--- src/rtl/jtag_link_pkg.sv ---
// Shared types, register map constants and chunk-count helpers for the JTAG-UART sample link.
package jtag_link_pkg;

    typedef enum logic [2:0] {
        RX_READ,
        ARM,
        CAPTURE,
        TX_POLL,
        TX_WRITE
    } link_state_e;

    localparam logic ADDR_DATA = 1'b0;
    localparam logic ADDR_CTRL = 1'b1;

    localparam int unsigned RVALID_BIT = 15;
    localparam int unsigned WSPACE_MSB = 31;
    localparam int unsigned WSPACE_LSB = 16;

    localparam logic       TAG_FINAL_RX = 1'b1;
    localparam logic [2:0] TAG_FINAL_TX = 3'b111;
    localparam logic [2:0] TAG_MID_TX   = 3'b000;

    localparam int unsigned RX_PAYLOAD_W = 6;
    localparam int unsigned TX_PAYLOAD_W = 5;

    // Number of 6-bit host chunks needed for a DAC code.
    function automatic int unsigned nrx(input int unsigned dac_w);
        return (dac_w + RX_PAYLOAD_W - 1) / RX_PAYLOAD_W;
    endfunction

    // Number of 5-bit return chunks needed for an ADC sample.
    function automatic int unsigned ntx(input int unsigned adc_w);
        return (adc_w + TX_PAYLOAD_W - 1) / TX_PAYLOAD_W;
    endfunction

endpackage

--- src/rtl/sample_buffer.sv ---
// Simple dual-port sample store: one write port, registered read with 1-cycle latency.
module sample_buffer #(
    parameter int unsigned Depth = 128,
    parameter int unsigned Width = 10
) (
    input  logic                     clk_i,
    input  logic                     we_i,
    input  logic [$clog2(Depth)-1:0] waddr_i,
    input  logic [Width-1:0]         wdata_i,
    input  logic [$clog2(Depth)-1:0] raddr_i,
    output logic [Width-1:0]         rdata_o
);

    logic [Width-1:0] mem_q [Depth];
    logic [Width-1:0] rdata_q;

    // Write port and registered read port; no reset so it maps onto block RAM.
    always_ff @(posedge clk_i) begin
        if (we_i) begin
            mem_q[waddr_i] <= wdata_i;
        end
        rdata_q <= mem_q[raddr_i];
    end

    assign rdata_o = rdata_q;

endmodule

--- src/rtl/jtag_sample_link.sv ---
// JTAG-UART bridge: receives chunked DAC codes, captures DEPTH ADC samples, streams them back.
module jtag_sample_link
    import jtag_link_pkg::*;
#(
    parameter int unsigned DAC_W = 12,
    parameter int unsigned ADC_W = 10,
    parameter int unsigned DEPTH = 128
) (
    input  logic             clk,
    input  logic             reset,
    output logic             avm_address,
    output logic             avm_read,
    output logic             avm_write,
    output logic [31:0]      avm_writedata,
    input  logic [31:0]      avm_readdata,
    input  logic             avm_waitrequest,
    output logic [DAC_W-1:0] dac_value,
    output logic             dac_push,
    output logic             start_sampling,
    input  logic             sample_valid,
    input  logic [ADC_W-1:0] sample_data,
    output logic             busy,
    output logic             err_framing
);

    localparam int unsigned NRX       = nrx(DAC_W);
    localparam int unsigned NTX       = ntx(ADC_W);
    localparam int unsigned RX_IDX_W  = (NRX > 1) ? $clog2(NRX) : 1;
    localparam int unsigned TX_IDX_W  = (NTX > 1) ? $clog2(NTX) : 1;
    localparam int unsigned PTR_W     = $clog2(DEPTH);
    localparam int unsigned RX_WORD_W = NRX * RX_PAYLOAD_W;
    localparam int unsigned TX_WORD_W = NTX * TX_PAYLOAD_W;

    localparam logic [RX_IDX_W-1:0] RX_LAST     = RX_IDX_W'(NRX - 1);
    localparam logic [TX_IDX_W-1:0] TX_LAST     = TX_IDX_W'(NTX - 1);
    localparam logic [PTR_W-1:0]    PTR_LAST    = PTR_W'(DEPTH - 1);
    localparam logic [15:0]         WSPACE_NEED = 16'(NTX);

    link_state_e state_q, state_d;

    logic [RX_IDX_W-1:0]  rx_idx_q, rx_idx_d;
    logic [RX_WORD_W-1:0] rx_word_q, rx_word_d;
    logic [TX_IDX_W-1:0]  tx_idx_q, tx_idx_d;
    logic [PTR_W-1:0]     wr_ptr_q, wr_ptr_d;
    logic [PTR_W-1:0]     rd_ptr_q, rd_ptr_d;
    logic [DAC_W-1:0]     dac_value_q, dac_value_d;
    logic                 dac_push_q, dac_push_d;
    logic                 start_q, start_d;
    logic                 err_q, err_d;
    logic                 avm_read_q, avm_read_d;
    logic                 avm_write_q, avm_write_d;
    logic                 avm_address_q, avm_address_d;
    logic [31:0]          avm_writedata_q, avm_writedata_d;

    logic                 buf_we;
    logic [ADC_W-1:0]     buf_rdata;
    logic                 read_done;
    logic                 write_done;
    logic [7:0]           rx_byte;
    logic [RX_WORD_W-1:0] rx_word_tmp;
    logic                 unused_rdata;

    assign unused_rdata = ^avm_readdata[14:8];

    // Build one outgoing byte: 5 payload bits of the sample, tagged final or mid.
    function automatic logic [31:0] tx_chunk(input logic [ADC_W-1:0]    s,
                                             input logic [TX_IDX_W-1:0] idx);
        logic [TX_WORD_W-1:0]    w;
        logic [TX_PAYLOAD_W-1:0] p;
        w = TX_WORD_W'(s);
        p = w[idx*TX_PAYLOAD_W +: TX_PAYLOAD_W];
        return {24'h0, (idx == TX_LAST) ? TAG_FINAL_TX : TAG_MID_TX, p};
    endfunction

    sample_buffer #(
        .Depth (DEPTH),
        .Width (ADC_W)
    ) u_buf (
        .clk_i   (clk),
        .we_i    (buf_we),
        .waddr_i (wr_ptr_q),
        .wdata_i (sample_data),
        .raddr_i (rd_ptr_q),
        .rdata_o (buf_rdata)
    );

    // State and output registers; synchronous reset abandons any transfer in flight.
    always_ff @(posedge clk) begin
        if (reset) begin
            state_q         <= RX_READ;
            rx_idx_q        <= '0;
            rx_word_q       <= '0;
            tx_idx_q        <= '0;
            wr_ptr_q        <= '0;
            rd_ptr_q        <= '0;
            dac_value_q     <= '0;
            dac_push_q      <= 1'b0;
            start_q         <= 1'b0;
            err_q           <= 1'b0;
            avm_read_q      <= 1'b0;
            avm_write_q     <= 1'b0;
            avm_address_q   <= 1'b0;
            avm_writedata_q <= '0;
        end else begin
            state_q         <= state_d;
            rx_idx_q        <= rx_idx_d;
            rx_word_q       <= rx_word_d;
            tx_idx_q        <= tx_idx_d;
            wr_ptr_q        <= wr_ptr_d;
            rd_ptr_q        <= rd_ptr_d;
            dac_value_q     <= dac_value_d;
            dac_push_q      <= dac_push_d;
            start_q         <= start_d;
            err_q           <= err_d;
            avm_read_q      <= avm_read_d;
            avm_write_q     <= avm_write_d;
            avm_address_q   <= avm_address_d;
            avm_writedata_q <= avm_writedata_d;
        end
    end

    // Next-state logic; bus strobes are held until a cycle without waitrequest.
    always_comb begin
        state_d         = state_q;
        rx_idx_d        = rx_idx_q;
        rx_word_d       = rx_word_q;
        tx_idx_d        = tx_idx_q;
        wr_ptr_d        = wr_ptr_q;
        rd_ptr_d        = rd_ptr_q;
        dac_value_d     = dac_value_q;
        dac_push_d      = 1'b0;
        start_d         = start_q;
        err_d           = err_q;
        avm_read_d      = avm_read_q;
        avm_write_d     = avm_write_q;
        avm_address_d   = avm_address_q;
        avm_writedata_d = avm_writedata_q;
        buf_we          = 1'b0;

        read_done   = avm_read_q & ~avm_waitrequest;
        write_done  = avm_write_q & ~avm_waitrequest;
        rx_byte     = avm_readdata[7:0];
        rx_word_tmp = rx_word_q;
        rx_word_tmp[rx_idx_q*RX_PAYLOAD_W +: RX_PAYLOAD_W] = rx_byte[5:0];

        unique case (state_q)
            RX_READ: begin
                avm_read_d    = 1'b1;
                avm_address_d = ADDR_DATA;
                if (read_done && avm_readdata[RVALID_BIT]) begin
                    if (rx_byte[7] == TAG_FINAL_RX && rx_idx_q == RX_LAST) begin
                        dac_value_d = rx_word_tmp[DAC_W-1:0];
                        dac_push_d  = 1'b1;
                        avm_read_d  = 1'b0;
                        rx_idx_d    = '0;
                        rx_word_d   = '0;
                        state_d     = ARM;
                    end else if (rx_byte[7] == TAG_FINAL_RX || rx_idx_q == RX_LAST) begin
                        // Early final or one chunk too many: drop the partial word.
                        err_d     = 1'b1;
                        rx_idx_d  = '0;
                        rx_word_d = '0;
                    end else begin
                        rx_word_d = rx_word_tmp;
                        rx_idx_d  = rx_idx_q + 1'b1;
                    end
                end
            end
            ARM: begin
                start_d  = 1'b1;
                wr_ptr_d = '0;
                state_d  = CAPTURE;
            end
            CAPTURE: begin
                if (sample_valid) begin
                    buf_we   = 1'b1;
                    wr_ptr_d = wr_ptr_q + 1'b1;
                    if (wr_ptr_q == PTR_LAST) begin
                        start_d = 1'b0;
                        state_d = TX_POLL;
                    end
                end
            end
            TX_POLL: begin
                // buf[rd_ptr] is prefetched here; the poll read is issued a cycle after entry.
                avm_read_d    = 1'b1;
                avm_address_d = ADDR_CTRL;
                if (read_done && avm_readdata[WSPACE_MSB:WSPACE_LSB] >= WSPACE_NEED) begin
                    avm_read_d      = 1'b0;
                    avm_write_d     = 1'b1;
                    avm_address_d   = ADDR_DATA;
                    tx_idx_d        = '0;
                    avm_writedata_d = tx_chunk(buf_rdata, '0);
                    state_d         = TX_WRITE;
                end
            end
            TX_WRITE: begin
                if (write_done) begin
                    if (tx_idx_q == TX_LAST) begin
                        avm_write_d     = 1'b0;
                        avm_writedata_d = '0;
                        rd_ptr_d        = rd_ptr_q + 1'b1;
                        state_d         = (rd_ptr_q == PTR_LAST) ? RX_READ : TX_POLL;
                    end else begin
                        tx_idx_d        = tx_idx_q + 1'b1;
                        avm_writedata_d = tx_chunk(buf_rdata, tx_idx_q + 1'b1);
                    end
                end
            end
            default: begin
                state_d = RX_READ;
            end
        endcase
    end

    assign avm_address    = avm_address_q;
    assign avm_read       = avm_read_q;
    assign avm_write      = avm_write_q;
    assign avm_writedata  = avm_writedata_q;
    assign dac_value      = dac_value_q;
    assign dac_push       = dac_push_q;
    assign start_sampling = start_q;
    assign busy           = (state_q != RX_READ);
    assign err_framing    = err_q;

endmodule

--- config.mk ---
export PLATFORM = sky130hd
export DESIGN_NAME = jtag_sample_link
export DESIGN_NICKNAME = d
export VERILOG_FILES = /design/src/rtl/jtag_link_pkg.sv /design/src/rtl/sample_buffer.sv /design/src/rtl/jtag_sample_link.sv
export SDC_FILE = /design/constraint.sdc
export NUM_CORES = 1
export LEC_CHECK = 0
export CORE_ASPECT_RATIO = 1.1
export CORE_MARGIN = 1.5
export CORE_UTILIZATION = 45
export DETAILED_ROUTE_END_ITERATION = 10
export PLACE_DENSITY = 0.6
export SYNTH_ARGS = -nofsm -noshare
export SYNTH_HDL_FRONTEND = slang
export SYNTH_SLANG_ARGS = --single-unit
--- constraint.sdc ---
create_clock -name clk -period 3.26 [get_ports clk]
set_input_delay 0.489 -clock clk [delete_from_list [all_inputs] [get_ports clk]]
set_output_delay 0.489 -clock clk [all_outputs]
set_load 0.1 [all_outputs]
==> impl_metrics.prom <==
# TYPE chip_impl_metric gauge
chip_impl_info{name="outcome",value="finished clean"} 1
chip_impl_metric{name="grt_start_max_net_pins",unit=""} 106
chip_impl_metric{name="yosys_warnings",unit=""} 0
chip_impl_metric{name="slew_violations",unit=""} 0
chip_impl_metric{name="p_int",unit="uW"} 27870
chip_impl_metric{name="critPathMaxFanout",unit=""} 29
chip_impl_metric{name="grt_pass1_wl",unit="um"} 192500
chip_impl_metric{name="drt_iter0_drc",unit=""} 3043
chip_impl_metric{name="drt_pre_antenna_iters",unit=""} 7
chip_impl_metric{name="postSynthCellCount",unit=""} 2673
chip_impl_metric{name="floorplan.die.width",unit="um"} 328.6
chip_impl_info{name="hp-class",value="in2reg"} 1
chip_impl_metric{name="seq_area_frac_synth",unit=""} 0.7550
chip_impl_metric{name="die_y",unit="um"} 361.2
chip_impl_metric{name="asyncSetResetFlopFracSynth",unit=""} 0
chip_impl_metric{name="rows",unit=""} 131
chip_impl_metric{name="clockBufferDepth",unit=""} 3
chip_impl_info{name="cts-root-buf",value="sky130_fd_sc_hd__clkbuf_16"} 1
chip_impl_metric{name="nets",unit=""} 3072
chip_impl_metric{name="antenna_cells",unit=""} 0
chip_impl_info{name="start_kind",value="flip-flop"} 1
chip_impl_metric{name="route.final.wire_length",unit="um"} 133500
chip_impl_metric{name="core",unit="um2"} 115900
chip_impl_metric{name="sequentialPowerShare",unit=""} 0.541
chip_impl_metric{name="total_power",unit="uW"} 34800
chip_impl_metric{name="grt_use_total",unit=""} 0.2271
chip_impl_metric{name="clock_tree.htree_level_count",unit=""} 4
chip_impl_metric{name="residual_drc",unit=""} 0
chip_impl_metric{name="drive_gt1_frac",unit=""} 0.2547
chip_impl_metric{name="worst_skew_pair.late_latency",unit="ps"} 760
chip_impl_metric{name="wire_per_inst",unit="um"} 28.67
chip_impl_metric{name="critical_path_required",unit="ps"} 3960
chip_impl_metric{name="post_synth.cell_area_avg",unit="um2"} 19.63
chip_impl_info{name="setup_repair_after_global_routing_missed_its_margin",value="no"} 1
chip_impl_metric{name="netSwitchingFraction",unit=""} 0.1991
chip_impl_metric{name="grt.overflow.total",unit=""} 0
chip_impl_info{name="worst-setup-path-type",value="reg2reg"} 1
chip_impl_metric{name="ctsResizeCount",unit=""} 0
chip_impl_metric{name="ff2ff_setup_slack",unit="ps"} 90
chip_impl_metric{name="synth.ff_latch_count",unit=""} 1339
chip_impl_metric{name="finalWorstPathRequiredPeriod",unit="ps"} 3174
chip_impl_metric{name="port_buffers",unit=""} 63
chip_impl_metric{name="net-switching-power",unit="uW"} 6928
chip_impl_metric{name="power_per_cell_area",unit="nW/um2"} 570.6
chip_impl_metric{name="power.share.clock",unit=""} 0.444
chip_impl_metric{name="fmaxAchievable",unit="GHz"} 0.3151
chip_impl_metric{name="tightestPinTransition",unit="ps"} 1180
chip_impl_metric{name="synth.cell_area",unit="um2"} 52480
chip_impl_info{name="timing.critical_path.to_type",value="flip-flop"} 1
chip_impl_metric{name="place.detailed.hpwl",unit="um"} 85440
chip_impl_metric{name="placed_cells",unit=""} 4412
chip_impl_metric{name="antenna_found_initial",unit=""} 1
chip_impl_metric{name="final.hold.worst_slack",unit="ps"} 157.9
chip_impl_metric{name="leakage",unit="uW"} 0.01890
chip_impl_metric{name="setup-violations-final",unit=""} 0
chip_impl_metric{name="post-route-period-util",unit=""} 0.9735
chip_impl_metric{name="critical_path_arrival",unit="ps"} 3870
chip_impl_info{name="synth-main-ff-cell",value="sky130_fd_sc_hd__edfxtp_1"} 1
chip_impl_metric{name="floorplan.io_pins",unit=""} 97
chip_impl_metric{name="buffer_count_from_post_cts_setup_fixing",unit=""} 0
chip_impl_metric{name="max_slew_margin",unit=""} 0.2089
chip_impl_metric{name="postCtsHoldBufs",unit=""} 0
chip_impl_metric{name="grt_pass1_vias",unit=""} 27770
chip_impl_metric{name="fin_skew",unit="ps"} 28.84
chip_impl_metric{name="fin_hold_viols",unit=""} 0
chip_impl_info{name="tritoncts_clock_tree",value="built"} 1
chip_impl_metric{name="setup_total_negative_slack",unit="ps"} 0
chip_impl_metric{name="clkTransAtPathRegs",unit="ps"} 60
chip_impl_metric{name="netlist-cell-type-count",unit=""} 75
chip_impl_metric{name="numCtsBuffers",unit=""} 139
chip_impl_metric{name="initial_utilization",unit=""} 0.4528
chip_impl_metric{name="area_delta_synth_final",unit="%"} 16.21
chip_impl_metric{name="antenna_violating_nets_left",unit=""} 0
chip_impl_metric{name="stdcell_count",unit=""} 4658
chip_impl_metric{name="num_vias",unit=""} 27180
chip_impl_metric{name="synth-edff-count",unit=""} 1280
chip_impl_metric{name="total_die_area",unit="um2"} 118700
chip_impl_metric{name="via_per_inst",unit=""} 5.836
chip_impl_metric{name="power.share.combinational",unit=""} 0.015
chip_impl_metric{name="cts_num_sinks",unit=""} 1339
chip_impl_metric{name="max-cap-violations",unit=""} 0
chip_impl_metric{name="routabilityCongestion",unit=""} 0.8797
chip_impl_metric{name="vdd_drop_max",unit="V"} 0.0004898
[power by group through the flow]
stage                     sequential (uW)  combinational (uW)  clock, uW
after CTS                           18800                 531      15700
after global placement              19200                 505          0
after detailed placement            19200                 531          0
after floorplan                     19200                 167          0
final                               18800                 523      15400
after global routing                18800                 557      16300
[through the flow]
stage            util  cell area [um2]  setup slack [ps]
5_1_grt        0.5263            60980             9.313
3_5_place_dp   0.4880            56550             96.67
6_report       0.5263            60980             86.41
3_3_place_gp   0.4880            56550             144.0
2_1_floorplan       -            52560             446.4
4_1_cts        0.5263            60980             103.7
[sequential cells by signal, indices dropped and copies added, names as in the netlist]
signal and count:
rx_word_q 6, tx_idx_q 1, rx_idx_q 1, avm_address 1
avm_writedata 6, u_buf.mem_q 1280, rd_ptr_q 7, dac_push 1
dac_value 12, err_framing 1, state_q 3, start_sampling 1
avm_write 1, wr_ptr_q 7, avm_read 1, u_buf.rdata_o 10
[per-layer routing]
layer | global-route usage | wire length, um | vias up
li1 | - | - | 11610
met1 | 0.2995 | 52700 | 14240
met2 | 0.3714 | 65950 | 1080
met3 | 0.04430 | 9642 | 245
met4 | 0.09072 | 5231 | 0
met5 | 0 | 0 | -
[Yosys cell counts (30+ instances only)]
library cell / n / area share
sky130_fd_sc_hd__buf_6: 30 / 0.0064
sky130_fd_sc_hd__buf_2: 39 / 0.0037
sky130_fd_sc_hd__o22ai_1: 31 / 0.0037
sky130_fd_sc_hd__mux2_2: 39 / 0.0084
sky130_fd_sc_hd__edfxtp_1: 1280 / 0.73
sky130_fd_sc_hd__buf_4: 58 / 0.0083
sky130_fd_sc_hd__clkbuf_1: 49 / 0.0035
sky130_fd_sc_hd__a22oi_1: 35 / 0.0050
sky130_fd_sc_hd__mux2i_1: 166 / 0.032
sky130_fd_sc_hd__a21oi_1: 52 / 0.0050
sky130_fd_sc_hd__dfxtp_1: 59 / 0.023
sky130_fd_sc_hd__mux4_2: 236 / 0.10
sky130_fd_sc_hd__nand2_1: 70 / 0.0050
sky130_fd_sc_hd__nor2_1: 185 / 0.013
[cells in the final DEF (no fill, tap or decap), drive strengths merged, types with 6 or more instances in the layout]
cell	instances
edfxtp	1280
buf	322
mux4	240
nor2	186
clkbuf	179
mux2i	166
nand2	71
dfxtp	59
a21oi	52
clkinv	49
mux2	48
clkdlybuf4s50	43
a22oi	35
o22ai	31
nand3	30
nor2b	29
a211oi	24
conb	24
o221ai	19
nor3	18
a22o	18
o21ai	17
a2111oi	15
nand2b	14
a221oi	14
o211ai	13
nand3b	11
bufinv	11
inv	11
a31oi	8
nor3b	7
o32a	7
xnor2	6
nor4	6
[cells by family after synthesis]
kind of cell | synth area share
xor+xnor | 0.001669
simple gates | 0.03545
buf+inv | 0.02277
compound gates | 0.03934
flops | 0.7550
other cells | 0.00007146
fa+ha+maj | 0.0004768
mux | 0.1453
[critical path, cell delays in order, from the launching register on]
cell and delay (ps):
sky130_fd_sc_hd__dfxtp_4 770, sky130_fd_sc_hd__nand3_1 430, sky130_fd_sc_hd__o22ai_1 380, sky130_fd_sc_hd__a2111oi_0 130, sky130_fd_sc_hd__buf_4 200, sky130_fd_sc_hd__a211oi_1 900
sky130_fd_sc_hd__o32a_1 300
[final cells by class]
cell class	count	area, um2
clock buffers	179	3724
repair buffers	365	3221
inverters	5	18.77
well taps	1529	1913
multi-input cells	1174	11770
flip-flops and latches	1339	39630
fillers	9002	54900
clock inverters	67	709.4
[worst paths after layout]
kind                                     start             endpoint  cells past startpoint
worst min-delay path            sample_data[7]  u_buf.mem_q[104][7]                      1
worst min register to register    rx_word_q[2]         rx_word_q[2]                      2
worst max register to register     rd_ptr_q[1]     u_buf.rdata_o[5]                      6
worst max-delay path               rd_ptr_q[1]     u_buf.rdata_o[5]                      6
No activity file was read; power rests on OpenSTA's default activity.
